<file path="config.mk">
export PLATFORM = sky130hd
export DESIGN_NAME = if_stage
export DESIGN_NICKNAME = d
export VERILOG_FILES = /design/src/rtl/if_stage_pkg.sv /design/src/rtl/if_stage_pc_reg.sv /design/src/rtl/if_stage.sv
export SDC_FILE = /design/constraint.sdc
export NUM_CORES = 1
export LEC_CHECK = 0
export ABC_CLOCK_PERIOD_IN_PS = 2750
export BUFFER_PORTS_ARGS = -buffer_cell sky130_fd_sc_hd__buf_2
export CORE_MARGIN = 5
export CORE_UTILIZATION = 52
export CTS_CLUSTER_DIAMETER = 80
export DETAILED_ROUTE_END_ITERATION = 6
export GPL_TIMING_DRIVEN = 0
export PLACE_DENSITY = 0.81
export SLEW_MARGIN = 25
export SYNTH_ARGS = -nofsm -noshare
export SYNTH_HDL_FRONTEND = slang
export SYNTH_SLANG_ARGS = --single-unit
</file>
<file path="constraint.sdc">
create_clock -name clk -period 2.75 [get_ports clk]
set_clock_uncertainty 0.05 [all_clocks]
set_input_delay 0.1375 -clock clk [delete_from_list [all_inputs] [get_ports clk]]
set_output_delay 0.1375 -clock clk [all_outputs]
set_load 0.1 [all_outputs]
</file>
<file path="src/rtl/if_stage_pkg.sv">
// ============================================================================
//  Module      : if_stage_pkg
//  Description : Shared widths, constants, state encoding and helpers for the
//                instruction-fetch stage.
//  Revision    : 1.0 - initial release
// ============================================================================
`default_nettype none

package if_stage_pkg;

  localparam int          C_WORD_W           = 32;
  localparam int          C_STALL_W          = 6;
  localparam logic [31:0] C_ZERO_WORD        = 32'h0000_0000;
  localparam logic        C_CHIP_ENABLE      = 1'b1;
  localparam logic        C_CHIP_DISABLE     = 1'b0;
  localparam logic        C_STOP             = 1'b1;
  localparam logic        C_NO_STOP          = 1'b0;
  localparam logic [31:0] C_DEFAULT_RESET_PC = 32'h0000_0000;

  typedef enum logic [0:0] {
    ST_IDLE  = 1'b0,
    ST_FETCH = 1'b1
  } fetch_state_e;

  function automatic logic is_misaligned(input logic [C_WORD_W-1:0] addr);
    return addr[1:0] != 2'b00;
  endfunction

endpackage

`default_nettype wire

</file>
<file path="src/rtl/if_stage_pc_reg.sv">
// ============================================================================
//  Module      : if_stage_pc_reg
//  Description : Fetch FSM, next-PC selection and pending-branch capture.
//  Revision    : 1.0 - initial release
// ============================================================================
`default_nettype none

module if_stage_pc_reg
  import if_stage_pkg::*;
#(
  parameter logic [C_WORD_W-1:0] RESET_PC = C_DEFAULT_RESET_PC,
  parameter logic [C_WORD_W-1:0] PC_STEP  = 32'd4
) (
  input  logic                clk,
  input  logic                rst,
  input  logic                stall_pc,
  input  logic                flush,
  input  logic [C_WORD_W-1:0] new_pc,
  input  logic                branch_flag_i,
  input  logic [C_WORD_W-1:0] branch_target_address_i,
  output logic [C_WORD_W-1:0] pc,
  output logic                ce
);

  fetch_state_e        state_q, state_d;
  logic [C_WORD_W-1:0] pc_q, pc_d;
  logic [C_WORD_W-1:0] pend_addr_q, pend_addr_d;
  logic                pend_valid_q, pend_valid_d;
  logic                ce_q, ce_d;

  always_comb begin
    state_d      = state_q;
    pc_d         = pc_q;
    ce_d         = ce_q;
    pend_valid_d = pend_valid_q;
    pend_addr_d  = pend_addr_q;
    case (state_q)
      ST_IDLE: begin
        state_d = ST_FETCH;
        ce_d    = C_CHIP_ENABLE;
        pc_d    = RESET_PC;
      end
      ST_FETCH: begin
        if (flush) begin
          pc_d         = new_pc;
          pend_valid_d = 1'b0;
        end else if (stall_pc == C_NO_STOP) begin
          // A branch resolved now is newer than anything parked while stalled.
          pend_valid_d = 1'b0;
          if (branch_flag_i) begin
            pc_d = branch_target_address_i;
          end else if (pend_valid_q) begin
            pc_d = pend_addr_q;
          end else begin
            pc_d = pc_q + PC_STEP;
          end
        end else if (branch_flag_i) begin
          pend_valid_d = 1'b1;
          pend_addr_d  = branch_target_address_i;
        end
      end
      default: begin
        state_d = ST_IDLE;
        ce_d    = C_CHIP_DISABLE;
      end
    endcase
  end

  always_ff @(posedge clk or negedge rst) begin
    if (!rst) begin
      state_q      <= ST_IDLE;
      pc_q         <= RESET_PC;
      ce_q         <= C_CHIP_DISABLE;
      pend_valid_q <= 1'b0;
      pend_addr_q  <= C_ZERO_WORD;
    end else begin
      state_q      <= state_d;
      pc_q         <= pc_d;
      ce_q         <= ce_d;
      pend_valid_q <= pend_valid_d;
      pend_addr_q  <= pend_addr_d;
    end
  end

  assign pc = pc_q;
  assign ce = ce_q;

endmodule

`default_nettype wire

</file>
<file path="src/rtl/if_stage.sv">
// ============================================================================
//  Module      : if_stage
//  Description : Instruction-fetch stage: PC sequencing, IF/ID register and
//                delivered-instruction counter.
//  Revision    : 1.0 - initial release
// ============================================================================
`default_nettype none

module if_stage
  import if_stage_pkg::*;
#(
  parameter logic [C_WORD_W-1:0] RESET_PC = C_DEFAULT_RESET_PC,
  parameter logic [C_WORD_W-1:0] PC_STEP  = 32'd4
) (
  input  logic                 clk,
  input  logic                 rst,
  input  logic [C_STALL_W-1:0] stall,
  input  logic                 flush,
  input  logic [C_WORD_W-1:0]  new_pc,
  input  logic                 branch_flag_i,
  input  logic [C_WORD_W-1:0]  branch_target_address_i,
  input  logic [C_WORD_W-1:0]  inst_i,
  output logic [C_WORD_W-1:0]  pc,
  output logic                 ce,
  output logic [C_WORD_W-1:0]  id_pc,
  output logic [C_WORD_W-1:0]  id_inst,
  output logic                 id_misalign,
  output logic [C_WORD_W-1:0]  fetch_count
);

  logic [C_WORD_W-1:0] id_pc_q, id_pc_d;
  logic [C_WORD_W-1:0] id_inst_q, id_inst_d;
  logic                id_misalign_q, id_misalign_d;
  logic [C_WORD_W-1:0] fetch_count_q, fetch_count_d;
  logic                if_load;
  logic                if_bubble;
  logic                pc_misaligned;
  logic [2:0]          unused_stall;

  assign unused_stall = stall[5:3];

  if_stage_pc_reg #(
    .RESET_PC (RESET_PC),
    .PC_STEP  (PC_STEP)
  ) u_pc_reg (
    .clk                     (clk),
    .rst                     (rst),
    .stall_pc                (stall[0]),
    .flush                   (flush),
    .new_pc                  (new_pc),
    .branch_flag_i           (branch_flag_i),
    .branch_target_address_i (branch_target_address_i),
    .pc                      (pc),
    .ce                      (ce)
  );

  assign pc_misaligned = is_misaligned(pc);
  assign if_bubble     = flush || (stall[1] == C_STOP && stall[2] == C_NO_STOP);
  assign if_load       = !flush && stall[1] == C_NO_STOP;

  always_comb begin
    id_pc_d       = id_pc_q;
    id_inst_d     = id_inst_q;
    id_misalign_d = id_misalign_q;
    fetch_count_d = fetch_count_q;
    if (if_bubble) begin
      id_pc_d       = C_ZERO_WORD;
      id_inst_d     = C_ZERO_WORD;
      id_misalign_d = 1'b0;
    end else if (if_load) begin
      // A misaligned or disabled fetch never delivers real instruction bits.
      id_pc_d       = pc;
      id_inst_d     = (ce && !pc_misaligned) ? inst_i : C_ZERO_WORD;
      id_misalign_d = pc_misaligned;
      if (ce) begin
        fetch_count_d = fetch_count_q + 32'd1;
      end
    end
  end

  always_ff @(posedge clk or negedge rst) begin
    if (!rst) begin
      id_pc_q       <= C_ZERO_WORD;
      id_inst_q     <= C_ZERO_WORD;
      id_misalign_q <= 1'b0;
      fetch_count_q <= C_ZERO_WORD;
    end else begin
      id_pc_q       <= id_pc_d;
      id_inst_q     <= id_inst_d;
      id_misalign_q <= id_misalign_d;
      fetch_count_q <= fetch_count_d;
    end
  end

  assign id_pc       = id_pc_q;
  assign id_inst     = id_inst_q;
  assign id_misalign = id_misalign_q;
  assign fetch_count = fetch_count_q;

endmodule

`default_nettype wire
</file>
==> results.py <==
metrics = {
    "cts": {
        "cts_tree": "done",
        "cts_setup_buffers": 0,
        "holdBufCountCts": 86,
        "insertion_delay_ns": 0.43,
        "numCtsBuffers": 17,
        "h-tree-depth": 4,
        "path_clk_slew_ns": 0.06,
        "cts.sinks": 164,
        "clockRootBuffer": "clkbuf_16",
        "cts_buffer_depth": 2,
        "cts_resized": 0,
    },
    "logic_synthesis": {
        "ys.flop_type": "dfrtp_1",
        "post-synth-top-count-cell": "dfrtp_1",
        "async_flop_share": 1.00,
        "synth_seq_cells": 164,
        "ys_warn_count": 0,
        "synth_commonest_cells": "dfrtp_1 (164), nand2_1 (71), a22o_1 (69)",
        "syn-num-nets": 825,
        "synth_top_cell_by_area": "dfrtp_1",
        "synth_top_area_frac": 0.534,
        "avgSynthCellArea_sq_um": 10.7,
        "synthesis.area_sq_um": 7680,
        "synth-edff-count": 0,
        "ys_types": 53,
        "synth_area_leaders": "dfrtp_1 (53%), a22o_1 (7.9%), mux2_2 (4.8%), xnor2_1 (3.9%), nand2_1 (3.5%)",
        "ys_seq_area_frac": 0.534,
        "netlist_instances": 717,
    },
    "power": {
        "p_int_uw": 4700,
        "comb_power_share": 0.249,
        "vdd_drop_max_mv": 0.407,
        "p_sw_frac": 0.347,
        "leakagePower_uw": 0.00510,
        "p_switching_uw": 2500,
        "power_density_nw_per_um2": 678,
        "total_power_uw": 7200,
        "power_frac_seq": 0.393,
        "clkPwrFrac": 0.358,
    },
    "detailed_routing": {
        "drtIter0Drc": 793,
        "drt-wirelength-per-cell_um": 21.5,
        "ant_nets": 0,
        "drc_errors": 0,
        "dr.pass1.iters": 6,
        "wl_mm": 26.8,
        "vias_per_cell": 5.98,
        "vias": 7470,
    },
    "sta": {
        "slew_headroom": 0.487,
        "rsz0062_at_grt": "no",
        "max_freq_ghz": 0.392,
        "drv_slew": 0,
        "min_period_over_period": 0.929,
        "finalHoldViolations": 0,
        "worst_pin_slew_ns": 0.762,
        "setup_ws_ns": 0.196,
        "finalCriticalPeriod_ns": 2.55,
        "fin_setup_tns_ns": 0,
        "setup_viol": 0,
    },
    "critical_path": {
        "cpPeakStageDelay_ns": 0.64,
        "regToRegStartpoint": "u_pc_reg.pc[9]$_DFFE_PN0P_",
        "rr_worst_depth": 7,
        "startpoint_type": "flip-flop",
        "critical_path_class": "flip-flop to flip-flop",
        "critPathArrivalTime_ns": 2.78,
        "crit_path_end_kind": "flip-flop",
        "r2r_end": "u_pc_reg.pc[24]$_DFFE_PN0P_",
        "critPathMaxFanout": 10,
        "worst-r2r-setup-slack_ns": 0.20,
        "worstPathRequired_ns": 2.98,
        "path_buf_inv": 2,
        "cp_slowest_cell": "or4_1",
        "path_delay_family": "simple AND/OR/NAND/NOR gates",
        "cp_cell_sequence": "clkbuf_2 > nand4_1 > or4_1 > clkbuf_1 > nor3_1 > mux2i_1 > a31oi_1",
    },
    "floorplan": {
        "core_sq_um": 14500,
        "dieArea_sq_um": 17300,
        "dieHeight_um": 132,
        "die_w_um": 132,
        "io-pin-count": 236,
        "initial_core_util": 0.528,
        "row_count": 44,
    },
    "worst_hold_path": {
        "min_from": "new_pc[6]",
        "hold_end": "u_pc_reg.pc[6]$_DFFE_PN0P_",
        "min_path_cells": 4,
        "min_path_type": "input port to flip-flop",
    },
    "final_layout": {
        "antenna_cells": 0,
        "syn_to_final_growth_pct": 38.3,
        "drive_gt1_frac": 0.298,
        "instances_no_fill": 1250,
        "nNetsFinal": 1161,
    },
    "grt": {
        "grt_pass1_wl_mm": 42.7,
        "antenna_found_initial": 0,
        "grt_pass1_vias": 7469,
        "grt_max_degree": 91,
        "track_usage": 0.307,
        "gr-total-overflow": 0,
    },
    "placement": {
        "pre_cts_slack_ns": 0.270,
        "hpwlAfterDp_mm": 18.1,
        "place_inst": 1132,
        "port_buffers": 230,
        "gp_congestion": 0.936,
    },
    "flow_run": {
        "maxCapViolations": 0,
    },
    "outcome": {
        "outcome": "finished clean",
    },
}
==> registers in the layout (all words and copies together) (netlist names) <==
| name | count |
|---|---|
| id_inst | 32 |
| u_pc_reg.state_q | 1 |
| u_pc_reg.pend_addr_q | 32 |
| fetch_count | 32 |
| u_pc_reg.ce | 1 |
| id_pc | 32 |
| u_pc_reg.pc | 32 |
| u_pc_reg.pend_valid_q | 1 |
| id_misalign | 1 |
==> cell usage in the layout, fill, tap and decap left out, drive strengths merged, types with 7 or more instances in the layout <==
master       instances
inv                 11
a22o                69
and3                 7
nand3               21
buf                245
mux2                33
nor3                13
clkbuf              59
a21oi               28
xor2                13
xnor2               34
dlygate4sd3         86
nor4                11
nor2                31
o22ai               10
nand4               16
o21ai               39
nand2               71
dfrtp              164
o211ai              10
o221ai               7
==> worst reg2reg max path: cells and delay by family, from the launching register on <==
kind            cells  cell delay [ns]
mux                 1             0.24
simple gates        3             1.15
buf+inv             2             0.48
flops               1             0.37
compound gates      1             0.10
==> cell type report <==
| type | instances | area (sq um) |
|---|---|---|
| Inverter | 12 | 45.0 |
| Sequential cell | 164 | 4120 |
| Clock buffer | 21 | 470 |
| Buffer | 52 | 208 |
| Tap cell | 184 | 230 |
| Multi-Input combinational cell | 489 | 3320 |
| Clock inverter | 11 | 175 |
| Timing Repair Buffer | 317 | 2050 |
| Fill cell | 981 | 3910 |
==> power groups by stage <==
stage,combinational (uW),sequential [uW],clock (uW)
floorplan,435,3640,0
global placement,1640,2850,0
detailed placement,1670,2860,0
CTS,1780,2820,2600
global route,1880,2850,2710
finish,1790,2830,2580
==> metrics by stage <==
stage | cell area, sq um | util | hold WS (ns)
final | 10600 | 0.731 | 0.0163
after global routing | 10600 | 0.731 | 0.0262
after CTS | 10600 | 0.731 | 0.000317
after detailed placement | 9110 | 0.627 | 0.0961
after global placement | 9080 | 0.624 | 0.305
after floorplan | 7690 | - | -0.208
==> worst max path at each step <==
stage | start | to | cells after the start
final | u_pc_reg.pc[9]$_DFFE_PN0P_ | u_pc_reg.pc[24]$_DFFE_PN0P_ | 7
after global routing | u_pc_reg.pc[9]$_DFFE_PN0P_ | u_pc_reg.pc[24]$_DFFE_PN0P_ | 7
after CTS | u_pc_reg.pc[9]$_DFFE_PN0P_ | u_pc_reg.pc[24]$_DFFE_PN0P_ | 7
after detailed placement | u_pc_reg.pc[9]$_DFFE_PN0P_ | u_pc_reg.pc[24]$_DFFE_PN0P_ | 7
after global placement | rst | u_pc_reg.pc[14]$_DFFE_PN0P_ | 1
after floorplan | u_pc_reg.pc[6]$_DFFE_PN0P_ | u_pc_reg.pc[24]$_DFFE_PN0P_ | 6
==> cell families after synthesis <==
family	share of synthesized area
mux	0.0549
other cells	0.000488
simple gates	0.127
buf+inv	0.0329
flops	0.534
fa+ha+maj	0.00326
compound gates	0.194
xor+xnor	0.0536
==> metal layers <==
metal	vias up	wire length (um)	GRT usage
met3	63	2670	0.0791
met1	3609	10200	0.385
li1	3315	-	-
met4	0	652	0.106
met2	483	13300	0.519
met5	-	0	0
Note: power is estimated with default switching activity, not from simulation.
